--- config.mk ---
export PLATFORM = sky130hd
export DESIGN_NAME = imem_responder
export DESIGN_NICKNAME = d
export VERILOG_FILES = /design/src/rtl/imem_responder_pkg.sv /design/src/rtl/imem_ram.sv /design/src/rtl/imem_responder.sv
export SDC_FILE = /design/constraint.sdc
export NUM_CORES = 2
export LEC_CHECK = 0
export ABC_CLOCK_PERIOD_IN_PS = 3540
export BUFFER_PORTS_ARGS = -buffer_cell sky130_fd_sc_hd__buf_2
export CAP_MARGIN = 30
export CELL_PAD_IN_SITES_DETAIL_PLACEMENT = 0
export CELL_PAD_IN_SITES_GLOBAL_PLACEMENT = 1
export CORE_MARGIN = 2
export CORE_UTILIZATION = 45
export DETAILED_ROUTE_END_ITERATION = 10
export PLACE_DENSITY = 0.69
export SYNTH_ARGS = -nofsm -noshare
export SYNTH_HDL_FRONTEND = slang
export SYNTH_HIERARCHICAL = 1
export SYNTH_SLANG_ARGS = --single-unit
--- constraint.sdc ---
create_clock -name clk -period 3.54 [get_ports clk]
set_clock_uncertainty 0.2 [all_clocks]
set_input_delay 0.354 -clock clk [delete_from_list [all_inputs] [get_ports clk]]
set_output_delay 0.354 -clock clk [all_outputs]
set_load 0.05 [all_outputs]
--- src/rtl/imem_responder_pkg.sv ---
// imem_responder_pkg: shared state encodings and constants for the instruction-fetch responder
package imem_responder_pkg;
  typedef enum logic [1:0] {IDLE = 2'd0, WAIT = 2'd1, RESP = 2'd2} state_t;
  localparam logic [31:0] NOP_INST_DEF = 32'h0000_0013;
  localparam int CNT_W = 4;
endpackage

--- src/rtl/imem_ram.sv ---
// imem_ram: 2**ADDR_W x 32 instruction array, one sync write port, one enabled registered read port
module imem_ram #(
  parameter int ADDR_W = 6
) (
  input  logic              clk,
  input  logic              we,
  input  logic [ADDR_W-1:0] waddr,
  input  logic [31:0]       wdata,
  input  logic              re,
  input  logic [ADDR_W-1:0] raddr,
  output logic [31:0]       rdata
);
  logic [31:0] mem [2**ADDR_W];
  always_ff @(posedge clk) begin
    if (we) mem[waddr] <= wdata;
    if (re) rdata <= mem[raddr];
  end
endmodule

--- src/rtl/imem_responder.sv ---
// imem_responder: instruction-fetch responder with wait states, error decode, flush and loader port
module imem_responder
  import imem_responder_pkg::*;
#(
  parameter int          ADDR_W      = 6,
  parameter int          WAIT_CYCLES = 1,
  parameter logic [31:0] NOP_INST    = NOP_INST_DEF
) (
  input  logic              clk,
  input  logic              rst,
  input  logic              flush,
  input  logic              req_valid,
  output logic              req_ready,
  input  logic [31:0]       req_addr,
  output logic              rsp_valid,
  input  logic              rsp_ready,
  output logic [31:0]       rsp_inst,
  output logic              rsp_err,
  input  logic              load_en,
  input  logic [ADDR_W-1:0] load_addr,
  input  logic [31:0]       load_data
);
  localparam logic [CNT_W-1:0] RELOAD = CNT_W'(WAIT_CYCLES == 0 ? 0 : WAIT_CYCLES - 1);
  state_t            state;
  logic [CNT_W-1:0]  cnt;
  logic [ADDR_W-1:0] addr_q;
  logic [ADDR_W-1:0] raddr;
  logic              err_q;
  logic              accept;
  logic              bad;
  logic              enter_resp;
  logic [31:0]       rdata;
  assign req_ready  = !load_en && !flush && !rst && (state == IDLE || (state == RESP && rsp_ready));
  assign accept     = req_valid && req_ready;
  assign bad        = |req_addr[1:0] || |req_addr[31:ADDR_W+2];
  assign enter_resp = WAIT_CYCLES == 0 ? accept : (state == WAIT && cnt == '0 && !flush && !rst);
  assign raddr      = WAIT_CYCLES == 0 ? req_addr[ADDR_W+1:2] : addr_q;
  assign rsp_valid  = state == RESP;
  assign rsp_err    = rsp_valid && err_q;
  assign rsp_inst   = !rsp_valid ? '0 : err_q ? NOP_INST : rdata;
  always_ff @(posedge clk) begin
    if (rst) begin
      state <= IDLE;
      cnt   <= '0;
      err_q <= 1'b0;
    end else if (flush) begin
      state <= IDLE;
    end else if (accept) begin
      state  <= WAIT_CYCLES == 0 ? RESP : WAIT;
      cnt    <= RELOAD;
      addr_q <= req_addr[ADDR_W+1:2];
      err_q  <= bad;
    end else if (state == WAIT) begin
      state <= cnt == '0 ? RESP : WAIT;
      cnt   <= cnt == '0 ? cnt : cnt - 1'b1;
    end else if (state == RESP && rsp_ready) begin
      state <= IDLE;
    end
  end
  imem_ram #(.ADDR_W(ADDR_W)) u_ram (
    .clk   (clk),
    .we    (load_en),
    .waddr (load_addr),
    .wdata (load_data),
    .re    (enter_resp),
    .raddr (raddr),
    .rdata (rdata)
  );
endmodule
==> results.cfg <==
[outcome]
outcome = completed

[yosys]
syn_nets = 3504
synth_top_area_frac = 0.786
synth_edf_count = 2086
ys_ff_latch = 2093
yosys_warnings = 6
synth_top_cell_by_area = edfxtp_1
synth.cell_area_um2 = 79700
synth-seq-area-share = 0.788
synthArstFlopShare = 0
synth_cells = 3427
syn_avg_cell_area_um2 = 23.3
netlist-cell-type-count = 47
ys.flop_type = edfxtp_1
synthTopCellsByArea = edfxtp_1 (79%), mux4_2 (15%), mux2i_1 (1.2%)

[floorplan]
core-area_um2 = 176000
initial_core_util = 0.452
die_w_um = 425
row_count = 154
fp.dieH_um = 425
die-area_um2 = 180000
num_io_pins = 111

[timing]
setup_viol_count_final = 0
maxSlewViolCount = 0
fin_crit_sh = 0.967
rsz0062_at_grt = no
worstMarginPinSlew_ns = 0.980
finalSetupTns_ns = 0
max_freq_mhz = 292
max-slew-margin-rel = 0.347
fin_crit_ns = 3.42
finalHoldViolCount = 0

[clocking]
clock-sinks = 2093
clock_latency_ns = 0.84
clkSlewWorstSetupHoldPaths_ns = 0.06
htreeDepth = 4
cts_tree = built
clockRootBuffer = clkbuf_16
clockBufferDepth = 3
cts_made_buffers = 207

[power]
swShare = 0.206
power_frac_seq = 0.545
combPwrFrac = 0.029
p_per_area_nw_per_um2 = 541
leakagePower_nw = 29.4
peakVddDrop_mv = 0.439
switchingPower_mw = 10.4
p_clk_frac = 0.426
intPower_mw = 40.0

[critical_path]
worstSetupStartpointType = register
critPathMaxFanout = 40
critical_path_class = register to register
cp-end-kind = register
crit_required_ns = 3.90
cp_data_arrival_time_ns = 3.78

[global_routing]
gr-total-overflow = 0
grt_pass1_wl_mm = 297
track_usage = 0.236
antenna_found_initial = 23
grt_max_degree = 65
grt_pass1_vias = 38600

[detailed_routing]
drc = 0
vias_per_cell = 6.00
drt_iter0_drc = 5055
routed_wl_mm = 212
ant_nets = 0
vias = 38532
first_pass_iters = 5
routedWlPerCell_um = 33.0

[place]
gp_congestion = 0.845
port-buffer-count = 110
dpl_cell_area_um2 = 85800
hpwlAfterDp_mm = 124

[layout]
nets = 3973
layout_common_cells = edfxtp_1 (2086), mux4_2 (544), buf_4 (214)
drive_gt1_frac = 0.322
layout_commonest_cell = edfxtp_1
area.growth.synth_to_final_pct = 16.8
stdcell_area_um2 = 93000
n_fill_cell = 13495
multi_input_area_um2 = 16500
layout.area.seq_um2 = 62800

[job]
maxCapViolations = 0

[min_path]
min_path_type = input pin to register
flip-flops by register name, summed over array words and instances (netlist names):
name / cells
addr_q: 6
cnt: 4
err_q: 1
state: 2
u_ram/mem: 2048
u_ram/rdata: 32
routing by layer:
| layer | routed length (µm) | part of all wire | global-route usage | vias up |
|---|---|---|---|---|
| met5 | 29 | 0.00014 | 0 | - |
| met4 | 6150 | 0.029 | 0.0660 | 6 |
| li1 | - | - | - | 15602 |
| met3 | 18300 | 0.087 | 0.0440 | 284 |
| met1 | 84000 | 0.40 | 0.331 | 20870 |
| met2 | 103000 | 0.49 | 0.381 | 1770 |
cell usage after synthesis, types with 3 or more instances:
cell type,instances
a41o_1,4
nor2b_1,15
inv_1,3
nand3b_1,5
nor3_1,12
and2_1,33
mux4_2,544
a21boi_0,3
o32ai_1,4
buf_1,21
dfxtp_1,7
o22ai_1,84
nand2b_1,11
buf_6,5
clkbuf_1,76
nand2_1,29
o221ai_1,27
or3b_2,4
nor2_1,147
and3_1,4
a311oi_1,8
buf_4,25
buf_2,59
a22oi_1,12
or3_1,5
mux2i_1,93
a21oi_1,64
edfxtp_1,2086
nor4_1,7
nand4_1,3
nand3_1,8
kinds of logic after synthesis:
kind of cell    synth area share
xor+xnor                0.000110
fa+ha+maj               0.000157
buf+inv                   0.0115
flops                      0.788
compound gates            0.0172
mux                        0.165
simple gates              0.0177
through the flow:
stage	power (mW)	setup slack [ns]	util	hold slack, ns	std cells
2_1_floorplan	28.5	0.334	-	0.241	3427
3_3_place_gp	29.3	0.00896	0.486	0.264	5967
3_5_place_dp	29.4	0.0177	0.487	0.277	5976
4_1_cts	50.6	0.0437	0.527	0.00165	6401
5_1_grt	51.7	0.0399	0.528	0.0302	6418
6_report	50.4	0.117	0.528	0.0370	6426
worst max-delay path: stages (launching register included):
cell and delay (ns):
edfxtp_1 0.36, buf_4 0.30, buf_12 0.36, mux4_2 0.55, mux4_2 0.55, o22ai_1 0.63
nor2_1 0.11
final cells by class:
type	instances	share of cell area
diodes	15	0.000403
multi-input cells	1144	0.178
repair buffers	446	0.0443
inverters	4	0.000161
flip-flops and latches	2093	0.675
clock buffers	245	0.0581
well taps	2340	0.0315
clock inverters	139	0.0133
worst paths after layout:
path	slack, ns	depth (start not counted)	end	start
hold / removal	0.04	1	u_ram/mem[36][11]$_DFFE_PP_	load_data[11]
hold reg to reg	0.30	1	cnt[0]$_SDFFE_PP0P_	cnt[0]$_SDFFE_PP0P_
setup reg to reg	0.12	6	u_ram/rdata[21]$_DFFE_PP_	addr_q[0]$_DFFE_PP_
setup / recovery	0.12	6	u_ram/rdata[21]$_DFFE_PP_	addr_q[0]$_DFFE_PP_
what timing repair did:
| item | CTS | global route |
|---|---|---|
| hold endpoints to repair | 633 | 265 |
| gates resized for setup | 1 | 4 |
| cloned | 0 | 0 |
| setup buffers | 0 | 0 |
| hold buffers | 41 | 5 |
| endpoints found under the setup margin | 1 | 4 |
power by group through the flow:
stage | Clock, mW | Sequential (mW) | Combinational [mW]
floorplan | 0 | 28.0 | 0.515
global placement | 0 | 28.0 | 1.36
detailed placement | 0 | 28.0 | 1.41
CTS | 21.7 | 27.5 | 1.45
global route | 22.8 | 27.5 | 1.53
finish | 21.4 | 27.5 | 1.46
No activity file was read; power rests on OpenSTA's default activity.
